`src/rtl/pipe_ctrl_pkg.sv`:
```
// pipe_ctrl_pkg: shared FSM state type and default parameters for the hazard controller
package pipe_ctrl_pkg;
   typedef enum logic {RUN, MEM_WAIT} state_t;
   localparam int DEF_INST_ADDR_WIDTH    = 9;
   localparam int DEF_REGFILE_ADDR_WIDTH = 5;
   localparam int DEF_CNT_WIDTH          = 16;
   localparam int DEF_MEM_TIMEOUT        = 256;
endpackage

```
`src/rtl/sat_counter.sv`:
```
// sat_counter: saturating up-counter with synchronous clear
module sat_counter #(
   parameter int WIDTH = 16
) (
   input  logic             clk,
   input  logic             reset,
   input  logic             clr,
   input  logic             inc,
   output logic [WIDTH-1:0] count
);
   always_ff @(posedge clk) begin
      if (reset || clr) count <= '0;
      else if (inc && count != '1) count <= count + 1'b1;
   end
endmodule

```
`src/rtl/pipe_hazard_ctrl.sv`:
```
// pipe_hazard_ctrl: 5-stage pipeline stall/flush/redirect control with memory-wait FSM
module pipe_hazard_ctrl
   import pipe_ctrl_pkg::*;
#(
   parameter int INST_ADDR_WIDTH    = DEF_INST_ADDR_WIDTH,
   parameter int REGFILE_ADDR_WIDTH = DEF_REGFILE_ADDR_WIDTH,
   parameter int CNT_WIDTH          = DEF_CNT_WIDTH,
   parameter int MEM_TIMEOUT        = DEF_MEM_TIMEOUT
) (
   input  logic                          clk,
   input  logic                          reset,
   input  logic                          beq_mem,
   input  logic                          bneq_mem,
   input  logic                          zero_mem,
   input  logic [INST_ADDR_WIDTH-1:0]    branch_target_mem,
   input  logic                          mem_req_mem,
   input  logic                          mem_ready,
   input  logic                          mem_read_ex,
   input  logic                          WR_en_ex,
   input  logic [REGFILE_ADDR_WIDTH-1:0] WR_addr_ex,
   input  logic [REGFILE_ADDR_WIDTH-1:0] rs_addr_id,
   input  logic [REGFILE_ADDR_WIDTH-1:0] rt_addr_id,
   input  logic                          rs_used_id,
   input  logic                          rt_used_id,
   input  logic                          cnt_clr,
   output logic                          pc_en,
   output logic                          if_id_en,
   output logic                          id_ex_en,
   output logic                          ex_mem_en,
   output logic                          mem_wb_en,
   output logic                          if_id_flush,
   output logic                          id_ex_flush,
   output logic                          ex_mem_flush,
   output logic                          mem_wb_flush,
   output logic                          pc_sel,
   output logic [INST_ADDR_WIDTH-1:0]    pc_target,
   output logic [CNT_WIDTH-1:0]          stall_cycles,
   output logic [CNT_WIDTH-1:0]          taken_branches,
   output logic                          mem_timeout_err
);
   localparam int WW = $clog2(MEM_TIMEOUT + 1);
   localparam logic [WW-1:0] WAIT_LAST = WW'(MEM_TIMEOUT - 1);
   state_t        state;
   logic [WW-1:0] wait_cnt;
   logic          taken, load_use, mem_stall, br, lu, run;
   assign taken     = (beq_mem & zero_mem) | (bneq_mem & ~zero_mem);
   assign load_use  = mem_read_ex & WR_en_ex & (WR_addr_ex != '0) &
                      ((rs_used_id & (rs_addr_id == WR_addr_ex)) | (rt_used_id & (rt_addr_id == WR_addr_ex)));
   assign mem_stall = mem_req_mem & ~mem_ready;
   // run: out of reset and not frozen by memory; br/lu resolve the remaining priority
   assign run = ~reset & ~mem_stall;
   assign br  = run & taken;
   assign lu  = run & ~taken & load_use;
   assign pc_en        = run & ~lu;
   assign if_id_en     = run & ~lu;
   assign id_ex_en     = run;
   assign ex_mem_en    = run;
   assign mem_wb_en    = ~reset;
   assign if_id_flush  = reset | br;
   assign id_ex_flush  = reset | br | lu;
   assign ex_mem_flush = reset | br;
   assign mem_wb_flush = reset | mem_stall;
   assign pc_sel       = br;
   assign pc_target    = branch_target_mem;
   always_ff @(posedge clk) begin
      if (reset) begin
         state           <= RUN;
         wait_cnt        <= '0;
         mem_timeout_err <= 1'b0;
      end else begin
         state <= mem_stall ? MEM_WAIT : RUN;
         if (state == RUN) wait_cnt <= '0;
         else if (mem_stall) begin
            if (wait_cnt == WAIT_LAST) mem_timeout_err <= 1'b1;
            else wait_cnt <= wait_cnt + 1'b1;
         end
      end
   end
   sat_counter #(.WIDTH(CNT_WIDTH)) u_stall_cnt (
      .clk(clk), .reset(reset), .clr(cnt_clr), .inc(~pc_en), .count(stall_cycles)
   );
   sat_counter #(.WIDTH(CNT_WIDTH)) u_taken_cnt (
      .clk(clk), .reset(reset), .clr(cnt_clr), .inc(pc_sel), .count(taken_branches)
   );
endmodule

```
`config.mk`:
```
export PLATFORM = sky130hd
export DESIGN_NAME = pipe_hazard_ctrl
export DESIGN_NICKNAME = d
export VERILOG_FILES = /design/src/rtl/pipe_ctrl_pkg.sv /design/src/rtl/sat_counter.sv /design/src/rtl/pipe_hazard_ctrl.sv
export SDC_FILE = /design/constraint.sdc
export NUM_CORES = 1
export LEC_CHECK = 0
export ABC_CLOCK_PERIOD_IN_PS = 3900
export BUFFER_PORTS_ARGS = -buffer_cell sky130_fd_sc_hd__buf_4
export CAP_MARGIN = 25
export CORE_ASPECT_RATIO = 0.5
export CORE_UTILIZATION = 45
export CTS_BUF_LIST = sky130_fd_sc_hd__clkbuf_4
export CTS_CLUSTER_SIZE = 24
export DETAILED_ROUTE_END_ITERATION = 10
export PLACE_DENSITY = 0.78
export SETUP_SLACK_MARGIN = 0.2
export SYNTH_ARGS = -nofsm -noshare
export SYNTH_HDL_FRONTEND = slang
export SYNTH_HIERARCHICAL = 1
export SYNTH_SLANG_ARGS = --single-unit
```
`constraint.sdc`:
```
create_clock -name clk -period 3.9 [get_ports clk]
set_clock_uncertainty 0.15 [all_clocks]
set_input_delay 0.585 -clock clk [delete_from_list [all_inputs] [get_ports clk]]
set_output_delay 0.585 -clock clk [all_outputs]
set_load 0.05 [all_outputs]
```
; ---- Word-level counts from Yosys, hierarchy flattened
; Cells that the tools add are included.
[totals]
reg_bits = 43
input_bits = 36
output_inout_bits = 52
wordCells = 48
[classes]
n_addsub = 3
eq_ne = 5
n_mux = 1
bitwise = 27
n_reduce_logical = 7
[ops]
columns = operator, count
row1 = adder 16 x 1 -> 16 bit (second input constant), 2
row2 = inequality test 16 bit (second input constant), 2
row3 = AND 1 bit, 13
row4 = equality test 5 bit, 2
row5 = adder 9 x 1 -> 9 bit (second input constant), 1
row6 = equality test 9 x 8 -> 1 bit (second input constant), 1
row7 = inverter 1 bit, 9
row8 = OR 1 bit, 5
row9 = nonzero test 5 bit, 1
row10 = AND reduction 3 bit, 1
row11 = logical AND 1 bit, 2
row12 = AND reduction 2 bit, 1
row13 = OR reduction 2 bit, 1
row14 = logical OR 1 bit, 1
row15 = 2-to-1 mux 1 bit, 1

; ---- Longest topological paths before layout
; Gate-level depths: netlist of the first run.
[depth]
word_depth = 10
depth_mapped = 9
depth_no_buf = 8

; ---- Modules after synthesis
; The synthesis of the first run kept the hierarchy.
[by_module_without_submodules]
columns = mod, instances, cells_per_inst, area_each_um2, seq_area_each_um2
row1 = sat_counter, 2, 95, 847.1, 320.3
row2 = pipe_hazard_ctrl, 1, 89, 782.0, 220.2

; ---- Least setup slack after synthesis of the first run
; No wires, ideal clock.
[synth_timing]
kind = input -> output
from = input zero_mem
to = output id_ex_flush
t_arrival_ns = 3.413
required_time_ns = 3.165
path_slack_ns = -0.248
path_stages = 4
path_buffers = 0
path_cell_list = mux2_2 nor3b_1 or2_1 a21o_1
[synth_between]
word_cells_on_any_way = 10
classes_between = bitwise (10)
[synth_rtl]
columns = item, line
row1 = "start, declared", pipe_hazard_ctrl.sv:14  ; input logic zero_mem,
row2 = inverter 1 bit, pipe_hazard_ctrl.sv:46  ; assign taken = (beq_mem & zero_mem) | (bneq_mem & ~zero_mem);
row3 = AND 1 bit, pipe_hazard_ctrl.sv:46
row4 = OR 1 bit (*), pipe_hazard_ctrl.sv:46
row5 = AND 1 bit (*), pipe_hazard_ctrl.sv:52  ; assign br = run & taken;
row6 = named net pc_sel, pipe_hazard_ctrl.sv:35  ; output logic pc_sel,
row7 = OR 1 bit (*), n/a
row8 = named net ex_mem_flush, pipe_hazard_ctrl.sv:33  ; output logic ex_mem_flush,
row9 = OR 1 bit (*), pipe_hazard_ctrl.sv:60  ; assign id_ex_flush = reset | br | lu;
row10 = "end, declared", pipe_hazard_ctrl.sv:32  ; output logic id_ex_flush,
; Mark *: on every way through the listed nets, which the timed path passes. The rest lies on a longest branch.

; ---- Worst setup path after layout of the first run
[layout_timing]
from = input WR_addr_ex[1]
to = output if_id_en
[layout_between]
elab_chain_len = 7
word_cells_on_any_way = 11
classes_between = eq/ne (2) / bitwise (8) / reduce/logical (1)
[layout_lines]
columns = item, line
row1 = "start, declared", pipe_hazard_ctrl.sv:20  ; input logic [REGFILE_ADDR_WIDTH-1:0] WR_addr_ex,
row2 = equality test 5 bit, pipe_hazard_ctrl.sv:48  ; ((rs_used_id & (rs_addr_id == WR_addr_ex)) | (rt_used_id & (rt_addr_id == WR_addr_ex)));
row3 = AND 1 bit, pipe_hazard_ctrl.sv:48
row4 = OR 1 bit, pipe_hazard_ctrl.sv:48
row5 = AND 1 bit (*), pipe_hazard_ctrl.sv:47  ; assign load_use = mem_read_ex & WR_en_ex & (WR_addr_ex != '0) &
row6 = AND 1 bit (*), pipe_hazard_ctrl.sv:53  ; assign lu = run & ~taken & load_use;
row7 = inverter 1 bit (*), pipe_hazard_ctrl.sv:55  ; assign if_id_en = run & ~lu;
row8 = AND 1 bit (*), pipe_hazard_ctrl.sv:55
row9 = "end, declared", pipe_hazard_ctrl.sv:27  ; output logic if_id_en,
; Every way passes the cells marked *; elsewhere a longest branch is shown, timed or not.

==> summary.txt, run 1 <==
Final layout
  – Diodes inserted: 0
  – Area Overhead vs Synth: 21.7%
  – Utilization after layout: around 59%
  – Nets@finish: between 300 and 400
  – Fraction of layout cells with a size suffix above 1: 28.2%

Power and ir drop
  – Switch Pwr: about 220 µW
  – Comb power frac: around 15%
  – Max VDD drop: ~0.13 mV
  – LEAKAGE: about 1.2 nW
  – Sw frac: between 20 and 30%
  – Clk pwr share: approximately 28%
  – Share of power burned in registers: a little under three fifths
  – Pwr Density: around 260 nW/µm²
  – Int Power: about 550 µW

Worst setup path
  – Worst EP required: ~3200 ps
  – Setup crit start kind: input port
  – Crit path DAT: 1990 ps
  – Crit path kind: input port to primary output
  – Max Fanout on Critical Path: 3
  – Capturing element type of the critical path: primary output

Clock network
  – PostCTS Resize Cnt: 0
  – Clock buffers created by TritonCTS: 5
  – Clock latency at the later pin of the worst-skew pair: 340 ps
  – TritonCTS Sinks: between 40 and 50
  – TritonCTS clock tree: yes
  – Hold buffers post-CTS: 0
  – CTS root buffer: clkbuf_4
  – Setup bufs post-CTS: 0
  – H-tree depth: 2
  – Deepest clock path buffer count: 2
  – CTS clock-pin slew for the worst setup and hold paths: 130 ps

Placement
  – Setup Slack @ Placement: 916 ps
  – DP Wirelength: 4380 µm
  – IO Port Bufs: around 70
  – Gp weighted congestion: 0.874

Logic synthesis
  – Yosys synthesis warning count: 6
  – Seq/Total Area, Yosys: between 30% and 40%
  – Post-Syn Instances: 279
  – Ys async rst share: 0%
  – Post-synth EDFFs: 0
  – Synthesized area per cell: roughly 8.9 µm²
  – Post-synth net total: 319
  – Post-Syn Area: roughly 2500 µm²
  – Post-synth cell types: 44
  – Synth Flop Type: dfxtp_1
  – Synthesis-stage register bit count: 43

Die
  – Row count: 18
  – Top Ports: 88
  – Initial Utilization: approximately half
  – Core ar.: about 5100 µm²
  – Die Wd: roughly 110 µm
  – DIE HEIGHT: about 54 µm
  – Die footprint: just under 6000 µm²

Drt
  – Post-route DRC: 0
  – DR iter-0 viols: 76
  – DRT Wirelength: between 5000 and 6000 µm
  – Post-detailed-route count of antenna-violating nets: 0
  – Pre-Repair DR Iteration Count: 6
  – Via density: 5.67
  – Routed len/inst: between 10 and 15 µm
  – DR vias: ~2300

Timing
  – Fmax: 367 MHz
  – Final Hold Fails: 0
  – Final Cycle Share: 69.9%
  – Setup TNS: 0 ps
  – Max Transition Viols Final: 0
  – Worst setup margin: around 1200 ps
  – RSZ-0062 raised after global routing: false
  – Worst slew margin: between 50% and 60%
  – Post-route minimum period: between 2000 and 3000 ps
  – Final setup fails: 0
  – Transition time of the tightest slew-check pin: 695 ps

Global routing
  – Gr ovfl total: 0
  – Largest net degree at the start of global routing: 16
  – Global-route wire length before repair: between 9000 and 10000 µm
  – GR Util All Layers: about a fifth
  – Initial antenna violation count: 0
  – Number of global-route vias before repair: about 2100

Outcome
  – Status: finished, final reports clean

Run
  – Number of max-cap violations: 0

Worst hold path
  – Worst hold path class: input port to flip-flop
cell type report:
class | instances | area [µm²]
repair buffers | 69 | 518
well taps | 70 | 87.6
clock buffers | 5 | 37.5
multi-input cells | 212 | 1480
flip-flops and latches | 43 | 861
inverters | 5 | 18.8
fillers | 466 | 2100
clock inverters | 3 | 15.0
cell usage after synthesis, types with 2 or more instances:
cell / count / area, µm²
o31ai_1: 6 / 45.0
clkbuf_1: 4 / 15.0
or4_4: 2 / 22.5
dfxtp_1: 43 / 861
o21ai_0: 10 / 50.1
nor2_1: 25 / 93.8
o41ai_2: 2 / 32.5
o211a_1: 2 / 20.0
a41o_1: 8 / 80.1
xor2_1: 10 / 87.6
clkbuf_2: 2 / 10.0
nand2_1: 17 / 63.8
nand3_1: 13 / 65.1
inv_1: 5 / 18.8
a21o_1: 2 / 15.0
nor3_1: 2 / 10.0
buf_4: 12 / 90.1
or2_2: 2 / 12.5
and3_4: 2 / 22.5
nand4_4: 2 / 42.5
ha_1: 4 / 50.1
or4_1: 7 / 52.6
nand4_1: 14 / 87.6
xnor2_1: 13 / 114
a31oi_1: 7 / 43.8
a21oi_1: 19 / 95.1
and4_1: 10 / 87.6
a211oi_1: 3 / 22.5
and2_1: 5 / 31.3
nand4_2: 2 / 25.0
nor4_2: 2 / 25.0
or3_1: 10 / 62.6
per-layer routing:
layer  vias up  share of wire [%]  global-route usage (%)  wire length (µm)
met3        14                4.1                    4.17               237
met2        47                 48                    39.8              2790
met5         -                  0                       0                 0
li1       1151                  -                       -                 -
met4         0                1.3                    5.48                78
met1      1095                 47                    23.8              2720
placed cells by master (no fill, tap or decap), types with 3 or more instances in the layout:
cell / count
clkbuf_4: 5
a211oi_1: 3
xor2_1: 10
ha_1: 4
a31oi_1: 7
or3_1: 10
o31ai_1: 6
xnor2_1: 13
o21ai_0: 10
and4_1: 10
and2_1: 5
nand3_1: 13
a41o_1: 8
nor2_1: 25
nand4_1: 14
inv_1: 5
nand2_1: 17
or4_1: 7
a21oi_1: 19
dfxtp_1: 43
buf_4: 69
through the flow:
step           power (mW)  hold WS [ps]  cells  cell area (µm²)
2_1_floorplan       0.551           322    279             2480
3_3_place_gp        0.565           309    399             2960
3_5_place_dp        0.567           322    399             2960
4_1_cts             0.778           288    407             3010
5_1_grt             0.806           281    407             3010
6_report            0.772           294    407             3010
critical path: stages:
cell and delay, ps:
buf_4 130, or4_1 510, nor2_1 210, nor4_4 60
a21oi_1 240, buf_4 250
cells by family after synthesis:
family | Yosys count | synth area share, %
flops | 43 | 34.8
simple gates | 123 | 31.8
xor+xnor | 23 | 8.14
fa+ha+maj | 4 | 2.02
mux | 2 | 0.859
compound gates | 60 | 16.6
buf+inv | 24 | 5.86
sequential cells by signal, indices dropped and copies added (netlist names):
register / count
u_stall_cnt/count: 16
u_taken_cnt/count: 16
wait_cnt: 9
mem_timeout_err: 1
state: 1
worst paths after layout:
| path | from | end | slack (ps) | cells after the start |
|---|---|---|---|---|
| max | WR_addr_ex[1] | if_id_en | 1180 | 6 |
| min reg2reg | mem_timeout_err | mem_timeout_err | 350 | 2 |
| min | reset | mem_timeout_err | 290 | 2 |
| max reg2reg | wait_cnt[0] | wait_cnt[7] | 1770 | 7 |
power groups by stage:
stage               Sequential (mW)  Clock, mW  Combinational (mW)
CTS                           0.444      0.220               0.114
global route                  0.444      0.241               0.121
floorplan                     0.457          0              0.0931
finish                        0.444      0.215               0.114
global placement              0.453          0               0.112
detailed placement            0.453          0               0.114
Power figures use the tool's default switching activity.
==> inputs of run 2 (changes only) <==
ABC_CLOCK_PERIOD_IN_PS = 2800   (was 3900)
clock period = 2.8 ns   (was 3.9 ns; I/O delays follow)
==> run 2 against run 1 <==
- worst setup slack lost 710 ps
- non-clock buffer count grew 2
- via count grew 1.5%
- clock-buffer cell count grew 1
- clock power grew 44%
- final cell count grew 0.49%
- routed wire length grew 1.3%
- die area is the same
- combinational power grew 45%
- global-route usage is essentially flat
- critical endpoint is now id_ex_flush
- largest cell class unchanged
- register-to-register slack lost 1100 ps
- total power grew 41%
==> summary.txt, run 2 (synthesis results as in run 1) <==
Outcome
  – Status: finished, final reports clean (unchanged)

Clock network
  – TritonCTS clock tree: yes (unchanged)
  – CTS root buffer: clkbuf_4 (unchanged)
  – Deepest clock path buffer count: 2 (unchanged)
  – Hold buffers post-CTS: 0 (unchanged)
  – TritonCTS Sinks: 43 (unchanged)
  – Setup bufs post-CTS: 0 (unchanged)
  – H-tree depth: 2 (unchanged)
  – Clock latency at the later pin of the worst-skew pair: 350 ps (was 340 ps)
  – Clock buffers created by TritonCTS: 5 (unchanged)
  – PostCTS Resize Cnt: 0 (unchanged)
  – CTS clock-pin slew for the worst setup and hold paths: 130 ps (about the same)

Timing
  – Final Cycle Share: a little over four fifths
  – Max Transition Viols Final: 0 (unchanged)
  – Transition time of the tightest slew-check pin: 640 ps (was 695 ps)
  – Setup TNS: 0 ps (unchanged)
  – Final setup fails: 0 (unchanged)
  – Worst setup margin: 470 ps (was 1180 ps)
  – Final Hold Fails: 0 (unchanged)
  – Worst slew margin: 57.0% (was 53.3%)
  – Post-route minimum period: ~2300 ps
  – RSZ-0062 raised after global routing: false (unchanged)
  – Fmax: 429 MHz

Power and ir drop
  – Share of power burned in registers: 56.6% (was 57.4%)
  – Sw frac: 27.8% (was 28.3%)
  – Switch Pwr: 303 µW (was 219 µW)
  – Int Power: 789 µW (was 553 µW)
  – Comb power frac: 15.1% (was 14.7%)
  – LEAKAGE: 1.23 nW (was 1.21 nW)
  – Pwr Density: 358 nW/µm² (was 256 nW/µm²)
  – Max VDD drop: 0.209 mV (was 0.131 mV)
  – Clk pwr share: 28.3% (was 27.8%)

Die
  – Initial Utilization: 48.4% (unchanged)
  – Die Wd: 107 µm (unchanged)
  – DIE HEIGHT: 54.5 µm (unchanged)
  – Die footprint: 5820 µm² (unchanged)
  – Row count: 18 (unchanged)
  – Top Ports: 88 (unchanged)
  – Core ar.: 5110 µm² (unchanged)

Worst setup path
  – R2R depth: 7 (unchanged)
  – CP max stage delay: 440 ps (was 510 ps)
  – Setup crit start: zero_mem (was WR_addr_ex[1])
  – CP most frequent cell: buf_4 (unchanged)
  – Reg-to-Reg Start: wait_cnt[0] (unchanged)
  – Critical path cell sequence: buf_4, mux2_2, nor3b_4, or2_2, a21o_1, buf_4 (was buf_4, or4_1, nor2_1, nor4_4, a21oi_1, buf_4)
  – Crit path kind: input port to primary output (unchanged)
  – Worst EP required: 2230 ps (was 3160 ps)
  – Setup crit start kind: input port (unchanged)
  – Crit path DAT: 1760 ps (was 1990 ps)
  – Reg2reg end: wait_cnt[5] (was wait_cnt[7])
  – Slowest stage cell, crit path: nor3b_4 (was or4_1)
  – Capturing element type of the critical path: primary output (unchanged)
  – Max Fanout on Critical Path: 7 (was 3)
  – CP bufs+invs: 2 (unchanged)
  – Delay-heaviest family, CP: simple AND/OR/NAND/NOR gates (unchanged)
  – R2r setup slk: 710 ps (was 1770 ps)

Final layout
  – Area Overhead vs Synth: 23.1% (was 21.7%)
  – Fraction of layout cells with a size suffix above 1: 30.1% (was 28.2%)
  – Most frequent cells in the layout: buf_4, dfxtp_1, nor2_1 (unchanged)
  – Regs by FF count: u_stall_cnt/count (16), u_taken_cnt/count (16), wait_cnt (9) (unchanged)
  – Nets@finish: 378 (was 376)
  – Fill cell count: 481 (was 466)
  – Most common cell after layout, fill and taps aside: buf_4 (unchanged)
  – Diodes inserted: 0 (unchanged)
  – Post-route cell area: 3050 µm² (was 3010 µm²)

Worst hold path
  – Worst Hold Launch: reset (unchanged)
  – Worst Hold Endpoint: mem_timeout_err (unchanged)
  – Worst Hold Path Cells: 2 (unchanged)
  – Worst hold path class: input port to flip-flop (unchanged)

Run
  – Number of max-cap violations: 0 (unchanged)

Placement
  – IO Port Bufs: 69 (unchanged)
  – Placed Area: 2990 µm² (was 2960 µm²)
  – Gp weighted congestion: 0.783 (was 0.874)
  – Setup Slack @ Placement: 127 ps (was 916 ps)
  – DP Wirelength: 4460 µm (was 4380 µm)

Global routing
  – Number of global-route vias before repair: 2145 (was 2118)
  – Initial antenna violation count: 0 (unchanged)
  – Largest net degree at the start of global routing: 16 (unchanged)
  – GR Util All Layers: 20.5% (about the same)
  – Gr ovfl total: 0 (unchanged)
  – Global-route wire length before repair: 9450 µm (was 9470 µm)

Drt
  – Pre-Repair DR Iteration Count: 4 (was 6)
  – DR vias: 2341 (was 2307)
  – DRT Wirelength: 5910 µm (was 5830 µm)
  – Post-route DRC: 0 (unchanged)
  – Via density: 5.72 (was 5.67)
  – DR iter-0 viols: 85 (was 76)
  – Routed len/inst: 14.4 µm (was 14.3 µm)
  – Post-detailed-route count of antenna-violating nets: 0 (unchanged)
-- run 2: cell types whose count changed in the layout (fill, tap and decap cells not counted) --
cell,delta
clkinv_1,-2
a21oi_2,+1
buf_4,+2
nor3b_2,-1
a211oi_2,+1
a21oi_1,-1
a211oi_1,-1
or2_2,+1
clkinv_2,+1
clkbuf_4,+1
nor3b_4,+1
or2_1,-1
-- run 2: routing by layer --
layer | wire (µm) | share of wire (%) | GRT usage [%]
met5 | 0 | 0 | 0
met4 | 57 | 0.96 | 6.16
met3 | 252 | 4.3 | 4.17
met2 | 2860 | 48 | 38.9
met1 | 2740 | 46 | 24.2
-- run 2: how the worst max path moves through the flow --
stage / end / slack (ps) / cells after the start
detailed placement: u_stall_cnt/count[6] / 130 / 9
global route: u_stall_cnt/count[14] / 380 / 9
CTS: id_ex_flush / 460 / 6
floorplan: id_ex_flush / 110 / 4
global placement: u_stall_cnt/count[14] / 210 / 9
finish: id_ex_flush / 470 / 6
-- run 2: layout make-up --
| class | instances | area [µm²] | area share, % |
|---|---|---|---|
| Timing Repair Buffer | 71 | 533 | 17.5 |
| Sequential cell | 43 | 861 | 28.2 |
| Inverter | 5 | 18.8 | 0.616 |
| Clock inverter | 2 | 12.5 | 0.411 |
| Tap cell | 70 | 87.6 | 2.87 |
| Clock buffer | 6 | 45.0 | 1.48 |
| Multi-Input combinational cell | 212 | 1490 | 48.9 |
-- run 2: stage by stage --
step                power (mW)  util (%)  hold WS [ps]  cells
finish                    1.09      59.6           150    409
global route              1.14      59.6           148    409
CTS                       1.10      59.6           136    409
detailed placement       0.796      58.5           340    401
global placement         0.792      58.5           311    401
floorplan                0.769         -           322    279
-- run 2: power groups by stage --
stage | clock network (mW) | registers, mW | logic [mW]
floorplan | 0 | 0.637 | 0.132
global placement | 0 | 0.631 | 0.161
detailed placement | 0 | 0.631 | 0.165
CTS | 0.321 | 0.618 | 0.165
global route | 0.345 | 0.619 | 0.176
finish | 0.309 | 0.618 | 0.165
